<file path="src/rtl/atc_pkg.sv">
`default_nettype none
// ---------------------------------------------------------------------------
// atc_pkg: shared runway-controller codes, approach codes and FSM states.
// Rev 1.0
// ---------------------------------------------------------------------------
package atc_pkg;

  localparam logic [3:0] SIG_RWY_A = 4'b1010;
  localparam logic [3:0] SIG_RWY_B = 4'b1011;
  localparam logic [3:0] SIG_HOLD  = 4'b1101;

  localparam logic [1:0] APP_NORTH = 2'b00;
  localparam logic [1:0] APP_EAST  = 2'b01;
  localparam logic [1:0] APP_SOUTH = 2'b10;
  localparam logic [1:0] APP_WEST  = 2'b11;

  typedef enum logic [2:0] {
    IDLE   = 3'd0,
    ISSUE  = 3'd1,
    SAMPLE = 3'd2,
    DECIDE = 3'd3,
    HOLD   = 3'd4
  } state_t;

endpackage : atc_pkg
`default_nettype wire

</file>
<file path="src/rtl/req_fifo.sv">
`default_nettype none
// ---------------------------------------------------------------------------
// req_fifo: synchronous FIFO with head look-ahead and occupancy count.
// Rev 1.0
// ---------------------------------------------------------------------------
module req_fifo #(
  parameter int WIDTH = 2,
  parameter int DEPTH = 4
) (
  input  logic                   clk,
  input  logic                   rst_n,
  input  logic                   push,
  input  logic                   pop,
  input  logic [WIDTH-1:0]       din,
  output logic [WIDTH-1:0]       head,
  output logic [$clog2(DEPTH):0] count
);

  localparam int PW = $clog2(DEPTH);
  localparam int CW = PW + 1;
  localparam logic [CW-1:0] FULL = CW'(DEPTH);

  logic [WIDTH-1:0] mem_q [DEPTH];
  logic [PW-1:0]    wr_q;
  logic [PW-1:0]    rd_q;
  logic [CW-1:0]    count_q;
  logic             do_push;
  logic             do_pop;

  // Guard both ports so a misbehaving caller can never corrupt the pointers.
  assign do_push = push && (count_q != FULL);
  assign do_pop  = pop && (count_q != '0);

  always_ff @(posedge clk or negedge rst_n) begin
    if (!rst_n) begin
      wr_q    <= '0;
      rd_q    <= '0;
      count_q <= '0;
      for (int i = 0; i < DEPTH; i++) begin
        mem_q[i] <= '0;
      end
    end else begin
      if (do_push) begin
        mem_q[wr_q] <= din;
        wr_q        <= wr_q + PW'(1);
      end
      if (do_pop) begin
        rd_q <= rd_q + PW'(1);
      end
      case ({do_push, do_pop})
        2'b10:   count_q <= count_q + CW'(1);
        2'b01:   count_q <= count_q - CW'(1);
        default: count_q <= count_q;
      endcase
    end
  end

  assign head  = mem_q[rd_q];
  assign count = count_q;

endmodule : req_fifo
`default_nettype wire

</file>
<file path="src/rtl/landing_request_queue.sv">
`default_nettype none
// ---------------------------------------------------------------------------
// landing_request_queue: queues landing requests and strobes them to the
// runway controller, turning its response into grant / retry / reject.
// Rev 1.0
// ---------------------------------------------------------------------------
module landing_request_queue
  import atc_pkg::*;
#(
  parameter int DEPTH      = 4,
  parameter int RETRY_WAIT = 15,
  parameter int MAX_RETRY  = 3
) (
  input  logic                   clk,
  input  logic                   rst_n,
  input  logic                   req_valid,
  input  logic [1:0]             req_dir,
  output logic                   req_ready,
  output logic [1:0]             ctl_d,
  output logic                   ctl_en,
  input  logic [3:0]             ctl_signal,
  output logic                   grant_valid,
  output logic [1:0]             grant_dir,
  output logic                   grant_runway,
  output logic                   reject_valid,
  output logic [$clog2(DEPTH):0] count,
  output logic                   overflow
);

  localparam int CW = $clog2(DEPTH) + 1;
  localparam int WW = (RETRY_WAIT > 1) ? $clog2(RETRY_WAIT) : 1;
  localparam int TW = (MAX_RETRY > 1) ? $clog2(MAX_RETRY + 1) : 1;
  localparam logic [CW-1:0] DEPTH_C = CW'(DEPTH);

  state_t        state_q, state_d;
  logic          ctl_en_q, ctl_en_d;
  logic [1:0]    ctl_d_q, ctl_d_d;
  logic          grant_valid_q, grant_valid_d;
  logic [1:0]    grant_dir_q, grant_dir_d;
  logic          grant_runway_q, grant_runway_d;
  logic          reject_valid_q, reject_valid_d;
  logic [TW-1:0] tries_q, tries_d;
  logic [WW-1:0] wait_q, wait_d;
  logic          hold_q, hold_d;
  logic          overflow_q, overflow_d;

  logic          push;
  logic          pop;
  logic [1:0]    head;
  logic [CW-1:0] fifo_count;
  logic          granted;

  assign req_ready  = (fifo_count < DEPTH_C);
  assign push       = req_valid && req_ready;
  assign overflow_d = overflow_q | (req_valid & ~req_ready);
  assign granted    = (ctl_signal == SIG_RWY_A) || (ctl_signal == SIG_RWY_B);

  req_fifo #(
    .WIDTH (2),
    .DEPTH (DEPTH)
  ) u_fifo (
    .clk   (clk),
    .rst_n (rst_n),
    .push  (push),
    .pop   (pop),
    .din   (req_dir),
    .head  (head),
    .count (fifo_count)
  );

  // The response is captured on the edge that enters DECIDE, so the grant or
  // reject pulse and the pop are visible for the whole DECIDE cycle.
  always_comb begin
    state_d        = state_q;
    ctl_en_d       = 1'b0;
    ctl_d_d        = ctl_d_q;
    grant_valid_d  = 1'b0;
    grant_dir_d    = grant_dir_q;
    grant_runway_d = grant_runway_q;
    reject_valid_d = 1'b0;
    tries_d        = tries_q;
    wait_d         = wait_q;
    hold_d         = hold_q;
    pop            = 1'b0;

    case (state_q)
      IDLE: begin
        if (fifo_count != '0) begin
          state_d = ISSUE;
        end
      end
      ISSUE: begin
        state_d = SAMPLE;
      end
      SAMPLE: begin
        state_d = DECIDE;
        if (granted) begin
          pop            = 1'b1;
          grant_valid_d  = 1'b1;
          grant_dir_d    = head;
          grant_runway_d = ctl_signal[0];
          tries_d        = '0;
          hold_d         = 1'b0;
        end else if (tries_q == TW'(MAX_RETRY - 1)) begin
          pop            = 1'b1;
          reject_valid_d = 1'b1;
          tries_d        = '0;
          hold_d         = 1'b0;
        end else begin
          tries_d = tries_q + TW'(1);
          wait_d  = WW'(RETRY_WAIT - 1);
          hold_d  = 1'b1;
        end
      end
      DECIDE: begin
        state_d = hold_q ? HOLD : IDLE;
      end
      HOLD: begin
        if (wait_q == '0) begin
          state_d = ISSUE;
        end else begin
          wait_d = wait_q - WW'(1);
        end
      end
      default: begin
        state_d = IDLE;
      end
    endcase

    // Strobe outputs are registered from the next state to keep them glitch-free.
    if (state_d == ISSUE) begin
      ctl_en_d = 1'b1;
      ctl_d_d  = head;
    end
  end

  always_ff @(posedge clk or negedge rst_n) begin
    if (!rst_n) begin
      state_q        <= IDLE;
      ctl_en_q       <= 1'b0;
      ctl_d_q        <= 2'b00;
      grant_valid_q  <= 1'b0;
      grant_dir_q    <= 2'b00;
      grant_runway_q <= 1'b0;
      reject_valid_q <= 1'b0;
      tries_q        <= '0;
      wait_q         <= '0;
      hold_q         <= 1'b0;
      overflow_q     <= 1'b0;
    end else begin
      state_q        <= state_d;
      ctl_en_q       <= ctl_en_d;
      ctl_d_q        <= ctl_d_d;
      grant_valid_q  <= grant_valid_d;
      grant_dir_q    <= grant_dir_d;
      grant_runway_q <= grant_runway_d;
      reject_valid_q <= reject_valid_d;
      tries_q        <= tries_d;
      wait_q         <= wait_d;
      hold_q         <= hold_d;
      overflow_q     <= overflow_d;
    end
  end

  assign ctl_en       = ctl_en_q;
  assign ctl_d        = ctl_d_q;
  assign grant_valid  = grant_valid_q;
  assign grant_dir    = grant_dir_q;
  assign grant_runway = grant_runway_q;
  assign reject_valid = reject_valid_q;
  assign count        = fifo_count;
  assign overflow     = overflow_q;

endmodule : landing_request_queue
`default_nettype wire

</file>
<file path="config.mk">
export PLATFORM = sky130hd
export DESIGN_NAME = landing_request_queue
export DESIGN_NICKNAME = d
export VERILOG_FILES = /design/src/rtl/atc_pkg.sv /design/src/rtl/req_fifo.sv /design/src/rtl/landing_request_queue.sv
export SDC_FILE = /design/constraint.sdc
export NUM_CORES = 1
export LEC_CHECK = 0
export ABC_AREA = 0
export ABC_CLOCK_PERIOD_IN_PS = 4200
export CAP_MARGIN = 20
export CORE_ASPECT_RATIO = 0.7
export CORE_MARGIN = 5
export CORE_UTILIZATION = 40
export CTS_BUF_LIST = sky130_fd_sc_hd__clkbuf_4
export CTS_CLUSTER_DIAMETER = 120
export CTS_CLUSTER_SIZE = 30
export DETAILED_ROUTE_END_ITERATION = 16
export PLACE_DENSITY = 0.71
export SYNTH_ARGS = -nofsm -noshare
export SYNTH_HDL_FRONTEND = slang
export SYNTH_HIERARCHICAL = 1
export SYNTH_SLANG_ARGS = --single-unit
</file>
<file path="constraint.sdc">
create_clock -name clk -period 4.2 [get_ports clk]
set_clock_uncertainty 0.05 [all_clocks]
set_input_delay 0.63 -clock clk [delete_from_list [all_inputs] [get_ports clk]]
set_output_delay 0.63 -clock clk [all_outputs]
set_load 0.02 [all_outputs]
</file>
### Yosys cells after proc, flatten, opt, wreduce, memory -nomap -nowiden

Cells that the tools add are included.

| word-level totals | value |
|---|---|
| register bits | 34 |
| bits in latches | 0 |
| RAM bits | 0 |
| bits in read-only memories | 0 |
| logic and storage cells | 86 |
| memories kept | 0 |

| operators by class | value |
|---|---|
| add/sub/neg operators | 6 |
| multipliers | 0 |
| divide/modulo/power cells | 0 |
| $lt $le $gt $ge | 4 |
| eq/ne operators | 14 |
| shifts and indexed selects | 0 |
| muxes and demuxes | 27 |
| bitwise gates (word level) | 5 |
| reduce and logical (&&, ||, !) cells | 12 |

Operators by type and width:

| cell | number |
|---|---|
| 3-bit one-hot mux with 5 select lines | 1 |
| 4-bit two-way mux | 3 |
| 1-bit two-way mux | 10 |
| 2-bit two-way mux | 5 |
| 3-bit two-way mux | 3 |
| 8-bit bitwise mux | 1 |
| 4-bit == test, second input constant | 2 |
| 4-bit one-hot mux with 2 select lines | 1 |
| 2-bit by 1-bit adder with 2-bit output, second input constant | 3 |
| 3-bit by 1-bit == test with 1-bit output, second input constant | 2 |
| 3-bit by 2-bit == test with 1-bit output, second input constant | 2 |
| 3-bit greater-or-equal comparator, second input constant | 2 |
| 2-bit inequality test, second input constant | 3 |
| 2-bit inverter with 3-bit output | 2 |
| 3-bit one-hot mux with 2 select lines | 1 |
| 2-bit binary-select mux with 2-bit select | 1 |
| 2-bit demux with 2-bit select | 1 |
| 2-bit == test, second input constant | 2 |
| 1-bit logical AND | 4 |
| 4-bit zero test | 1 |
| 4-bit AND reduction | 1 |
| 2-bit nonzero test | 2 |
| 4-bit by 1-bit subtractor with 4-bit output, second input constant | 1 |
| 3-bit by 1-bit adder with 3-bit output, second input constant | 1 |
| 13 further kinds | 13 |

### Longest topological paths before layout

Gate-level depths: netlist of run 1.

| depth | value |
|---|---|
| depth in word-level cells | 7 |
| mapped depth | 11 |

### Hierarchy

The synthesis of run 1 kept the hierarchy.

By module, submodules not included:

| module | times used | cells each | area an instance (um2) | sequential area each (um2) |
|---|---|---|---|---|
| landing_request_queue | 1 | 75 | 918.4 | 475.5 |
| req_fifo | 1 | 57 | 765.7 | 375.4 |

### Worst setup path after synthesis of run 1

OpenSTA, ideal clock, no wires.

| path | value |
|---|---|
| path type | input to register |
| from | in ctl_signal[2] |
| to | reg u_fifo.count_q[2], in the netlist u_fifo/count[2] |
| arrival time | 2.238 ns |
| required time | 4.070 ns |
| slack | 1.832 ns |
| cell stages on the path | 9 |
| cell sequence | nand3b_1 -> a21oi_1 -> o31a_2 -> ha_1 -> inv_1 -> fa_1 -> xor2_1 -> nor2_1 -> xor2_1 |

| on the way | value |
|---|---|
| longest elaborated chain between the ends | 7 |

RTL lines:

| what | RTL line | source |
|---|---|---|
| from (decl) | landing_request_queue.sv:21 | `input logic [3:0] ctl_signal,` |
| 4-bit == test | landing_request_queue.sv:56 | `assign granted = (ctl_signal == SIG_RWY_A) \|\| (ctl_signal == SIG_RWY_B);` |
| 1-bit logical OR (*) | landing_request_queue.sv:56 |  |
| 1-bit two-way mux (*) | landing_request_queue.sv:97 | `if (granted) begin` |
| 1-bit two-way mux (*) | landing_request_queue.sv:86 | `case (state_q)` |
| via pop | landing_request_queue.sv:48 | `logic pop;` |
| 1-bit logical AND (*) | req_fifo.sv:32 | `assign do_pop = pop && (count_q != '0);` |
| via u_fifo.do_pop | req_fifo.sv:28 | `logic do_pop;` |
| 2-bit by 1-bit == test with 1-bit output / 2-bit == test (equally long branches) | req_fifo.sv:50 | `case ({do_push, do_pop})` |
| 3-bit one-hot mux with 2 select lines / 2-bit nonzero test (equally long branches) | - |  |
| to (signal assigned) | req_fifo.sv:51 | `2'b10: count_q <= count_q + CW'(1);` |
| to (signal assigned) | req_fifo.sv:52 | `2'b01: count_q <= count_q - CW'(1);` |
| to (signal assigned) | req_fifo.sv:53 | `default: count_q <= count_q;` |
| to (decl) | req_fifo.sv:26 | `logic [CW-1:0] count_q;` |

The timed path passes the listed nets; every way through them passes the cells marked *.
A chain may end at the register's enable or synchronous reset.

### Final worst setup path of run 1

Same ends and word-level chain as after synthesis.

==> results.yml, run 1 <==
status:
  status: "complete, no violations"
routing:
  wl_met3_um: 143
  drtPass1Iterations: 4
  wl_met1_um: 1472
  wl_met2_um: 1344
  drt_wl_total_um: 2992
  wire_per_inst_um: 14.18
  drtAntennaViolNets: 0
  top_layer: "met4"
  route.detailed.drc: 0
  viasPerCell: 4.972
  num_vias: 1049
  dr.first_iter.drc_count: 34
placement:
  placed_area_mm2: 0.001937
  port_buffers: 21
  pre_cts_slack_ps: 1244
  dp_hpwl_um: 2246
  place_congestion: 0.7109
worst_setup_path:
  critPathKind: "in -> reg"
  cp-end-kind: "register"
  regToRegSetupSlack_ps: 1640
  crit_path_frequent_cell: "xor2_1"
  path_max_fanout: 5
  worstSetupStartpointType: "primary input"
  crit_slowest_cell: "clkdlybuf4s50_1"
  path_cells: "clkdlybuf4s50_1 -> nand3b_1 -> a21oi_1 -> o31a_2 -> ha_1 -> inv_1 -> fa_1 -> xor2_1 -> nor2_1 -> xor2_1"
  slowest_delay_ps: 400
  critPathTopFamily: "adder cells"
  crit_required_ps: 4420
  cp_num_buf_inv: 2
  arrival_ps: 2810
clock_tree:
  cts_tree: "yes"
  hold_buffers: 0
  insertion_delay_ps: 330
  post-cts-setup-buffer-count: 0
  clkTransAtPathRegs_ps: 110
  cts.repair.resized: 0
  ctsHtreeMaxLevel: 2
  cts_root_buffer: "clkbuf_4"
  clock_path_buffers: 2
  cts_sinks: 34
  cts_buffers: 5
pwr:
  switching_power_uw: 537.3
  p_per_area_mw_per_mm2: 716.0
  p_seq_frac: 0.436
  leakagePower_uw: 0.0008830
  p_int_uw: 888.1
  max-vdd-ir-drop_mv: 0.4227
  clkPwrFrac: 0.124
  sw_frac_of_total: 0.3769
  total_power_uw: 1425
  power_frac_comb: 0.440
global_route:
  grt_max_degree: 35
  grt_pass1_vias: 1091
  grt.overflow.total: 0
  antenna_found_initial: 0
  track_usage: 0.1206
  grt_pass1_wl_um: 5195
timing:
  fmax_ghz: 0.3861
  setup_tns_ps: 0
  fin_crit_ps: 2590
  setup_viol: 0
  hold_viol_final: 0
  period_share: 0.6167
  setup_ws_ps: 1610
  rsz0062_at_grt: "false"
  slew_viol_final: 0
  relSlewSlack: 0.6929
  worst_slew_pin_slew_ps: 458.7
synth:
  ys_ff_latch: 34
  synth_seq_area_share: 0.5052
  synth_nets: 148
  synthCells: 132
  syn_area_per_cell_um2: 12.76
  synth_edf_count: 0
  yosysWarnings: 6
  synthFlopType: "dfrtp_1"
  netlist_area_mm2: 0.001684
  synth_cell_type_count: 41
  synth-async-reset-ratio: 1.000
floorplan:
  fp.dieH_um: 64.29
  coreArea_mm2: 0.003994
  ios: 22
  die_x_um: 87.56
  start_util: 0.4217
  num_rows: 19
  die_area_mm2: 0.005629
min_path:
  hp-class: "reg -> reg"
layout:
  area_delta_synth_final_pct: 18.20
  layout_commonest_cell: "dfrtp_1"
  finalNetCount: 174
  drive_gt1_frac: 0.2201
  final_cell_area_mm2: 0.001991
  final_cell_mix: "dfrtp_1 (34), clkdlybuf4s50_1 (21), mux2_2 (12)"
  diodes: 0
run:
  maxCapViolCount: 0
==> stage by stage <==
| step | util | std cells | hold slack [ps] |
|---|---|---|---|
| after floorplan | - | 132 | 284.4 |
| after global placement | 0.4850 | 203 | 389.4 |
| after detailed placement | 0.4850 | 203 | 402.3 |
| after CTS | 0.4984 | 211 | 427.4 |
| after global routing | 0.4984 | 211 | 454.2 |
| final | 0.4984 | 211 | 432.2 |
==> final cells by class <==
class / instances / area [µm²]
Clock buffer: 6 / 45.04
Clock inverter: 2 / 8.758
Fill cell: 391 / 2003
Inverter: 10 / 37.54
Multi-Input combinational cell: 85 / 765.7
Sequential cell: 34 / 850.8
Tap cell: 52 / 65.06
Timing Repair Buffer: 22 / 217.7
==> metal layers <==
metal,GRT usage,vias up
li1,-,514
met1,0.1724,504
met2,0.1664,27
met3,0.03466,4
met4,0.05747,0
met5,0,-
==> power groups by stage <==
stage	sequential [µW]	combinational (µW)	clock [µW]
floorplan	629	446	0
global placement	615	613	0
detailed placement	631	635	0
CTS	623	639	181
global route	648	692	198
finish	622	628	176
==> worst reg2reg max path, stage by stage (launching register included) <==
cell,delay [ps]
dfrtp_1,510
or3b_1,550
a21oi_1,180
o31a_2,190
ha_1,190
inv_1,60
fa_1,370
xor2_1,150
nor2_1,110
xor2_1,150
==> worst paths after layout <==
check	from	depth (start not counted)	endpoint
worst min register to register	overflow$_DFF_PN0_	1	overflow$_DFF_PN0_
min in group asynchronous	rst_n	2	u_fifo/count[0]$_DFFE_PN0P_
max in group asynchronous	rst_n	2	reject_valid$_DFF_PN0_
worst max register to register	state_q[1]$_DFF_PN0_	9	u_fifo/count[2]$_DFFE_PN0P_
worst max-delay path	ctl_signal[2]	10	u_fifo/count[2]$_DFFE_PN0P_
worst min-delay path	overflow$_DFF_PN0_	1	overflow$_DFF_PN0_
==> cell families after synthesis <==
| family | synth area share |
|---|---|
| AO/OA/AOI/OAI | 0.07355 |
| XOR/XNOR | 0.03640 |
| adder cells (fa/ha/maj) | 0.05646 |
| buffers and inverters | 0.04012 |
| flip-flops | 0.5052 |
| multiplexers | 0.1397 |
| AND/OR/NAND/NOR | 0.1486 |
==> cells in the mapped netlist (2+ instances only) <==
cell type | number | area (µm²)
dfrtp_1 | 34 | 850.8
mux2_2 | 12 | 135.1
inv_1 | 10 | 37.54
nand2_1 | 8 | 30.03
nor2_1 | 8 | 30.03
ha_1 | 6 | 75.07
xnor2_1 | 4 | 35.03
a21oi_1 | 3 | 15.01
mux2_4 | 3 | 45.04
nand3_1 | 3 | 15.01
nor3_1 | 3 | 15.01
xor2_1 | 3 | 26.28
buf_6 | 2 | 22.52
mux4_2 | 2 | 45.04
nor3b_1 | 2 | 15.01
nor3b_2 | 2 | 25.02
o21a_1 | 2 | 15.01
or3b_1 | 2 | 17.52
==> flip-flops by register name, indices dropped and copies added, names as in the netlist, 2 cells and up <==
signal and count:
grant_dir 2, tries_q 2, ctl_d 2, u_fifo/count 3
wait_q 4, u_fifo/mem_q 8, u_fifo/wr_q 2, u_fifo/rd_q 2
state_q 3
No activity file was read; power rests on OpenSTA's default activity.
==> run 2, diff against run 1 <==
ABC_CLOCK_PERIOD_IN_PS = 2700   (was 4200)
clock period = 2.7 ns   (was 4.2 ns; I/O delays follow)
==> results.yml, run 2 (synthesis results as in run 1) <==
timing:
  fin_crit_ps: 2375
  rsz0062_at_grt: "false"
  slew_viol_final: 0
  fmax_ghz: 0.4211
  setup_viol: 0
  worst_slew_pin_slew_ps: 502.9
  relSlewSlack: 0.6641
  setup_tns_ps: 0
  period_share: 0.8796
  hold_viol_final: 0
clock_tree:
  hold_buffers: 0
  insertion_delay_ps: 330
  cts_buffers: 5
  clkTransAtPathRegs_ps: 110
  clock_path_buffers: 2
  cts.repair.resized: 0
  ctsHtreeMaxLevel: 2
  cts_root_buffer: "clkbuf_4"
  post-cts-setup-buffer-count: 0
  cts_sinks: 34
  cts_tree: "yes"
worst_setup_path:
  crit_path_frequent_cell: "xor2_1"
  reg2reg_depth: 9
  critPathKind: "reg -> reg"
  path_max_fanout: 9
  slowest_delay_ps: 470
  crit_required_ps: 2910
  cp_num_buf_inv: 1
  arrival_ps: 2590
  r2r_start: "state_q[2]$_DFF_PN0_"
  worstSetupStartpointType: "register"
  path_cells: "or3b_1 -> a21oi_1 -> o31a_2 -> ha_1 -> inv_1 -> fa_1 -> xor2_1 -> nor2_1 -> xor2_1"
  cp-end-kind: "register"
  regToRegSetupSlack_ps: 330
  crit-reg2reg-capture: "u_fifo/count[2]$_DFFE_PN0P_"
  crit_slowest_cell: "dfrtp_1"
  critPathTopFamily: "adder cells"
pwr:
  max-vdd-ir-drop_mv: 0.5680
  total_power_uw: 2247
  leakagePower_uw: 0.0008922
  p_per_area_mw_per_mm2: 1116
layout:
  layout_commonest_cell: "dfrtp_1"
  finalNetCount: 177
  diodes: 0
  area_delta_synth_final_pct: 19.54
  largest_reg_flops: 8
  drive_gt1_frac: 0.2346
  top_register: "u_fifo/mem_q"
  final_cell_mix: "dfrtp_1 (34), clkdlybuf4s50_1 (21), mux2_2 (12)"
  reg_top3: "u_fifo/mem_q: 8 flops, wait_q: 4 flops"
placement:
  dp_hpwl_um: 2309
  port_buffers: 21
  place_congestion: 0.7234
floorplan:
  fp.dieH_um: 64.29
  die_area_mm2: 0.005629
  ios: 22
  coreArea_mm2: 0.003994
  start_util: 0.4217
  die_x_um: 87.56
  num_rows: 19
routing:
  drtAntennaViolNets: 0
  wire_per_inst_um: 14.23
  drtPass1Iterations: 4
  route.detailed.drc: 0
  num_vias: 1065
  viasPerCell: 4.977
  drt_wl_total_um: 3045
  dr.first_iter.drc_count: 48
global_route:
  antenna_found_initial: 0
  grt_max_degree: 35
  grt_pass1_wl_um: 5388
  grt.overflow.total: 0
  track_usage: 0.1246
  grt_pass1_vias: 1179
run:
  maxCapViolCount: 0
status:
  status: "complete, no violations"
min_path:
  hp-class: "in -> async"
[run 2: changes by cell type in the layout (fill, tap and decap cells not counted), sizes merged]
cell	previous run	this run
clkbuf	6	5
buf	1	4
clkinvlp	0	1
[run 2: cell type report]
type	count	area, µm²
repair buffers	25	240.2
fillers	358	1981
clock inverters	3	16.27
clock buffers	5	37.54
flip-flops and latches	34	850.8
multi-input cells	85	765.7
well taps	52	65.06
inverters	10	37.54
[run 2: stage by stage]
stage	hold WS [ps]	cell area (µm²)	utilization	cells	worst slack, ps
finish	427.7	2013	0.5041	214	325.1
global route	447.2	2013	0.5041	214	157.5
CTS	422.5	2013	0.5041	214	323.4
detailed placement	394.7	1959	0.4906	206	228.2
global placement	388.9	1959	0.4906	206	305.6
floorplan	59.41	1684	-	132	340.8
[run 2: report_power, final]
| group | internal (µW) | switching, µW |
|---|---|---|
| registers | 733 | 222 |
| clock network | 96.8 | 171 |
| logic | 564 | 461 |
| total | 1390 | 854 |
[run 2: metal layers]
layer | wire, µm | GRT usage
met1 | 1511 | 0.1617
met5 | 0 | 0
met2 | 1404 | 0.1927
met3 | 129 | 0.03851
met4 | 0 | 0.05172
[run 2: worst max-delay path by stage]
stage,from,endpoint,slack [ps],depth (start not counted)
finish,state_q[2]$_DFF_PN0_,u_fifo/count[2]$_DFFE_PN0P_,330,9
global route,state_q[2]$_DFF_PN0_,u_fifo/count[2]$_DFFE_PN0P_,160,9
CTS,state_q[2]$_DFF_PN0_,u_fifo/count[2]$_DFFE_PN0P_,320,9
detailed placement,ctl_signal[2],u_fifo/count[2]$_DFFE_PN0P_,230,10
global placement,ctl_signal[2],u_fifo/count[2]$_DFFE_PN0P_,310,10
floorplan,state_q[0]$_DFF_PN0_,u_fifo/count[2]$_DFFE_PN0P_,340,11
